==> src/rtl/vend_controller.sv <==
// Vending machine transaction controller.
// Flow: select an item, fetch its record from item memory, validate it,
// collect coins until the price is covered (or the user cancels), pulse a
// dispense strobe, then return change.
// Optional feature: define VEND_TIMEOUT_EN to refund the full balance
// automatically after TIMEOUT_CYCLES coin-free cycles spent waiting in COLLECT.
module vend_controller #(
  parameter int MAX_ITEMS       = 1024,
  parameter int ITEM_ADDR_WIDTH = $clog2(MAX_ITEMS),
  parameter int TIMEOUT_CYCLES  = 1000
) (
  input  logic                       clk,
  input  logic                       rst,
  input  logic                       sel_valid,
  input  logic [ITEM_ADDR_WIDTH-1:0] sel_item,
  input  logic                       coin_valid,
  input  logic [15:0]                coin_value,
  input  logic                       cancel,
  input  logic [31:0]                item_data_in,
  output logic [ITEM_ADDR_WIDTH-1:0] mem_addr,
  output logic                       dispense_valid,
  output logic                       change_valid,
  output logic [15:0]                change_amount,
  output logic                       sel_error,
  output logic [15:0]                balance,
  output logic                       busy
);

  localparam logic [2:0] IDLE     = 3'd0;
  localparam logic [2:0] FETCH    = 3'd1;
  localparam logic [2:0] CHECK    = 3'd2;
  localparam logic [2:0] COLLECT  = 3'd3;
  localparam logic [2:0] DISPENSE = 3'd4;
  localparam logic [2:0] REFUND   = 3'd5;

  logic [2:0]                 state_reg, state_next;
  logic [ITEM_ADDR_WIDTH-1:0] addr_reg, addr_next;
  logic [15:0]                balance_reg, balance_next;
  logic [15:0]                price_reg, price_next;
  logic [15:0]                change_reg, change_next;

  // Item record fields as presented by the memory one cycle after mem_addr.
  logic [7:0]  item_dispensed;
  logic [7:0]  item_count;
  logic [15:0] item_price;
  logic        item_reject;

  // Coin crediting: balance including a coin accepted this cycle.
  logic [16:0] coin_sum;
  logic [15:0] coin_credited;
  logic        coin_accept;
  logic [15:0] balance_with_coin;

  logic timeout_hit;

  assign item_dispensed = item_data_in[31:24];
  assign item_count     = item_data_in[23:16];
  assign item_price     = item_data_in[15:0];
  // Sold out, or an unpriced (empty) slot.
  assign item_reject    = (item_dispensed >= item_count) || (item_price == 16'd0);

`ifdef VEND_TIMEOUT_EN
  logic [31:0] timeout_reg, timeout_next;

  // Coin-free cycle counter, live only while waiting in COLLECT.
  always_comb begin
    timeout_next = 32'd0;
    timeout_hit  = 1'b0;
    if (state_reg == COLLECT) begin
      if (coin_valid) begin
        timeout_next = 32'd0;
      end else begin
        timeout_next = timeout_reg + 32'd1;
        timeout_hit  = (timeout_reg == 32'(TIMEOUT_CYCLES - 1));
      end
    end
  end

  // Timeout counter register.
  always_ff @(posedge clk) begin
    if (rst) begin
      timeout_reg <= 32'd0;
    end else begin
      timeout_reg <= timeout_next;
    end
  end
`else
  localparam int unused_timeout_cycles = TIMEOUT_CYCLES;
  assign timeout_hit = 1'b0;
`endif

  // Saturating credit; coins only count before the sale is committed.
  always_comb begin
    coin_sum          = {1'b0, balance_reg} + {1'b0, coin_value};
    coin_credited     = coin_sum[16] ? 16'hFFFF : coin_sum[15:0];
    coin_accept       = coin_valid && ((state_reg == IDLE) || (state_reg == FETCH) ||
                                       (state_reg == CHECK) || (state_reg == COLLECT));
    balance_with_coin = coin_accept ? coin_credited : balance_reg;
  end

  // Transaction sequencing and datapath next-values.
  always_comb begin
    state_next   = state_reg;
    addr_next    = addr_reg;
    balance_next = balance_with_coin;
    price_next   = price_reg;
    change_next  = change_reg;
    case (state_reg)
      IDLE: begin
        // A selection wins over a simultaneous cancel.
        if (sel_valid) begin
          addr_next  = sel_item;
          state_next = FETCH;
        end else if (cancel && (balance_with_coin != 16'd0)) begin
          change_next = balance_with_coin;
          state_next  = REFUND;
        end
      end
      FETCH: begin
        state_next = CHECK;
      end
      CHECK: begin
        price_next = item_price;
        state_next = item_reject ? IDLE : COLLECT;
      end
      COLLECT: begin
        // Cancel beats a payment that completes in the same cycle.
        if (cancel) begin
          change_next = balance_with_coin;
          state_next  = REFUND;
        end else if (balance_with_coin >= price_reg) begin
          state_next = DISPENSE;
        end else if (timeout_hit) begin
          change_next = balance_with_coin;
          state_next  = REFUND;
        end
      end
      DISPENSE: begin
        change_next = balance_reg - price_reg;
        state_next  = REFUND;
      end
      REFUND: begin
        balance_next = 16'd0;
        state_next   = IDLE;
      end
      default: begin
        state_next = IDLE;
      end
    endcase
  end

  // State and datapath registers.
  always_ff @(posedge clk) begin
    if (rst) begin
      state_reg   <= IDLE;
      addr_reg    <= '0;
      balance_reg <= 16'd0;
      price_reg   <= 16'd0;
      change_reg  <= 16'd0;
    end else begin
      state_reg   <= state_next;
      addr_reg    <= addr_next;
      balance_reg <= balance_next;
      price_reg   <= price_next;
      change_reg  <= change_next;
    end
  end

  // Strobes decode from the state, so at most one can be high in any cycle.
  assign dispense_valid = (state_reg == DISPENSE);
  assign change_valid   = (state_reg == REFUND);
  assign sel_error      = (state_reg == CHECK) && item_reject;
  assign busy           = (state_reg != IDLE);
  assign mem_addr       = addr_reg;
  assign balance        = balance_reg;
  assign change_amount  = change_reg;

endmodule

==> config.mk <==
export PLATFORM = sky130hd
export DESIGN_NAME = vend_controller
export DESIGN_NICKNAME = d
export VERILOG_FILES = /design/src/rtl/vend_controller.sv
export SDC_FILE = /design/constraint.sdc
export NUM_CORES = 1
export LEC_CHECK = 0
export CORE_ASPECT_RATIO = 1.75
export CORE_MARGIN = 3
export CORE_UTILIZATION = 47
export CTS_CLUSTER_DIAMETER = 200
export CTS_CLUSTER_SIZE = 12
export DETAILED_ROUTE_END_ITERATION = 10
export HOLD_SLACK_MARGIN = 0.08
export PLACE_DENSITY = 0.8
export SLEW_MARGIN = 20
export SYNTH_ARGS = -nofsm -noshare
export SYNTH_HDL_FRONTEND = slang
export SYNTH_SLANG_ARGS = --single-unit
==> constraint.sdc <==
create_clock -name clk -period 5.4 [get_ports clk]
set_input_delay 1.08 -clock clk [delete_from_list [all_inputs] [get_ports clk]]
set_output_delay 1.08 -clock clk [all_outputs]
set_load 0.02 [all_outputs]
==> results.txt <==
----------------------------------------------------
[Synthesis]
  Cell Area, Synth ... 4860 µm²
  Post-synth EDFFs ... 0
  Synthesized Nets ... 738
  Portion of the post-synthesis area used by sequential elements ... 0.251
  Cell taking the most area after synthesis ... dfxtp_1
  Count of unique library cells instantiated by Yosys ... 65
  Post-synthesis async set-or-reset flop share ... 0
  Gate Count Post-Synth ... 618
  Fraction of post-synthesis cell area in the top cell type by area ... 0.251
  Main area contributors after synthesis ... dfxtp_1 (25%), ha_1 (14%), a21oi_1 (6.5%)
  Ys flop type ... dfxtp_1
  Synth warn ... 0
  Register bit count reported by yosys ... 61
  Mean instance size in the synthesized netlist ... 7.87 µm²

[Worst setup path]
  Largest driver fanout on the critical path ... 7
  Slack of the worst reg-to-reg path ... 0.96 ns
  Crit-path most repeated cell ... a21o_1
  Arrival time reported for the critical path endpoint ... 5.43 ns
  Crit path required time ... 5.60 ns
  Count of cells along the worst register-to-register path ... 21
  Worst reg2reg startpoint ... balance[0]
  Largest incremental delay on the critical path ... 0.41 ns
  Type of the worst setup path ... primary input to flip-flop
  Cells traversed along the worst timing path ... clkdlybuf4s50_1 > ha_1 > fa_2 > a21o_1 > a221o_1 > o311a_4 > o21ai_4 > nand2_1 > buf_4 > nor2_1 > a21oi_1 > ha_1 > a21o_1 > a21o_1 > a21o_1 > a211oi_2 > o21bai_1 > a211oi_2 > buf_4 > o211a_1 > nor2_1 > nor3b_2
  Critical register-to-register path endpoint ... state_reg[2]
  CP Capture Type ... flip-flop
  Startpoint class of the critical path ... primary input
  Critical-path top delay cell ... clkdlybuf4s50_1

[Timing]
  Fraction of the cycle the final worst path needs ... 0.969
  Maximum frequency from static timing analysis ... 0.191 GHz
  Worst hold slack ... 0.455 ns
  Count of final max-slew check failures ... 0
  Unrepaired setup endpoints after global routing ... no
  Relative slew slack ... 0.466
  Post-route setup slack ... 0.167 ns
  Slew of the pin with the lowest slew margin ... 0.799 ns
  Final setup violation count ... 0
  Tmin final ... 5.23 ns
  Final hold violation count ... 0
  Final clock skew ... 0.00613 ns

[Cells and area]
  Final #Nets ... 864
  Final Util ... 0.658
  Most frequent cells in the layout ... clkdlybuf4s50_1 (107), nand2_1 (81), a21oi_1 (63), dfxtp_1 (61), ha_1 (55)
  Share of final-layout standard cells stronger than drive strength 1 ... 0.115
  Most common library cell in the layout ignoring fill and taps ... clkdlybuf4s50_1
  Area growth from synthesis to final layout ... 34.9%
  Antenna diodes ... 0

[Clock tree]
  Sinks on Clock Net ... 61
  Clock buffer count from CTS ... 9
  Maximum number of buffers from clock root to sink ... 2
  Worst skew pair latency ... 0.34 ns
  Clock-pin transition on the worst setup and hold timing paths ... 0.05 ns
  Hold buffer count at cts ... 0
  Total number of H-tree levels ... 3
  CTS Root Buffer Type ... clkbuf_16
  TritonCTS clock tree ... built

[Worst hold path]
  Start point of the worst hold path ... price_reg[8]
  Number of cells on the worst hold path ... 2
  End point of the most critical hold path ... price_reg[8]
  Min-delay worst type ... flip-flop to flip-flop

[Die]
  Standard-cell row count ... 48
  Initial cell density of the core ... 0.488
  Die width ... 82.9 µm
  Core region area ... 9970 µm²
  Height of the chip ... 141 µm
  Total die area ... 11700 µm²
  Boundary pin count ... 109

[Power]
  Max rail drop VDD ... 215 µV
  Leakage ... 2.74 nW
  Internal power component ... 1.50 mW
  Areal power density over the cells ... 386 nW/µm²
  Reg power frac ... 0.238
  Total power of the final layout ... 2.53 mW
  Reported net switching power ... 1.03 mW
  Gate power share ... 0.531
  Switching power share of the total ... 0.407
  Clock Power Share ... 0.231

[Drt]
  Vias per Instance ... 5.93
  DRC violations left ... 0
  Avg WL per Cell ... 18.8 µm
  Count of nets left with antenna violations after detail routing ... 0
  Total number of vias ... 5174
  Initial detailed-routing violation count ... 251
  Post-detailed-routing wire length ... 16.4 mm
  Pre-Repair DR Iteration Count ... 5

[Placement]
  Dpl hpwl ... 13.1 mm
  Count of input and output buffers ... 108
  Worst-case setup slack after placement ... -0.197 ns
  Gpl congestion ... 0.957

[Global route]
  Wire length of the first global-routing pass ... 26.1 mm
  Maximum number of pins on one net before global-route repair ... 28
  Antenna violations before repair ... 0
  Vias in the first global route ... 5377
  Total routing resource utilization after global routing ... 0.278
  Grt ovf ... 0

[Job]
  Number of maximum-capacitance violations ... 0

[Outcome]
  Result of the run ... finished, final reports clean

----------------------------------------------------
## routing by layer
layer	wire, µm	global-route usage
met5	0	0
met1	5630	0.269
met2	9060	0.543
met3	704	0.0347
met4	1000	0.168
## Yosys cell counts, types with 9 or more instances
| cell | n |
|---|---|
| nand2_1 | 81 |
| a21oi_1 | 63 |
| dfxtp_1 | 61 |
| ha_1 | 55 |
| inv_1 | 49 |
| nor2_1 | 47 |
| clkbuf_1 | 22 |
| nor3_1 | 21 |
| a21o_1 | 19 |
| o21ai_0 | 13 |
| a211oi_2 | 10 |
| xnor2_1 | 10 |
| xor2_1 | 10 |
| nand3_1 | 9 |
| nor3_2 | 9 |
## repair_timing
item / 4_1_cts / 5_1_grt
setup buffers: 0 / 0
gates resized for setup: 0 / 5
setup endpoints to repair: 0 / 6
## worst max-delay path: cells and delay by family
kind,cells,cell delay [ns]
buffers and inverters,3,0.73
AOI/OAI and AO/OA,12,2.32
and+or+nand+nor,4,0.41
adders and majority gates,3,0.88
## worst max path at each step
| stage | start | to | slack [ns] | cells after the start |
|---|---|---|---|---|
| 2_1_floorplan | coin_value[0] | state_reg[2] | 0.31 | 19 |
| 3_3_place_gp | coin_value[0] | state_reg[2] | -0.13 | 21 |
| 3_5_place_dp | coin_value[0] | state_reg[2] | -0.20 | 22 |
| 4_1_cts | coin_value[0] | state_reg[2] | 0.10 | 22 |
| 5_1_grt | coin_value[0] | state_reg[2] | 0.0004 | 22 |
| 6_report | coin_value[0] | state_reg[2] | 0.17 | 22 |
## final cells by class
cell class,instances,area (µm²)
Tap cell,125,156
Multi-Input combinational cell,482,3370
Timing Repair Buffer,140,1330
Clock inverter,1,30.0
Inverter,50,188
Sequential cell,61,1220
Fill cell,864,3410
Clock buffer,13,270
## per-stage QoR
stage          TNS (ns)  instance area (µm²)  std cells
6_report              0                 6560        872
5_1_grt               0                 6560        872
4_1_cts               0                 6540        872
3_5_place_dp      -2.11                 6240        858
3_3_place_gp     -0.894                 6240        858
2_1_floorplan         0                 4860        618
## logic make-up after synthesis
logic type | share of synthesized area
and+or+nand+nor | 0.220
AOI/OAI and AO/OA | 0.273
muxes | 0.00875
DFF | 0.251
adders and majority gates | 0.150
xor gates and xnor gates | 0.0360
buffers and inverters | 0.0610
## power by group through the flow
stage               combinational [mW]  clock (mW)  sequential, mW
floorplan                        0.785           0           0.646
global placement                  1.27           0           0.605
detailed placement                1.30           0           0.606
CTS                               1.32       0.588           0.599
global route                      1.46       0.603           0.609
finish                            1.34       0.585           0.602
No activity file was read; power rests on OpenSTA's default activity.
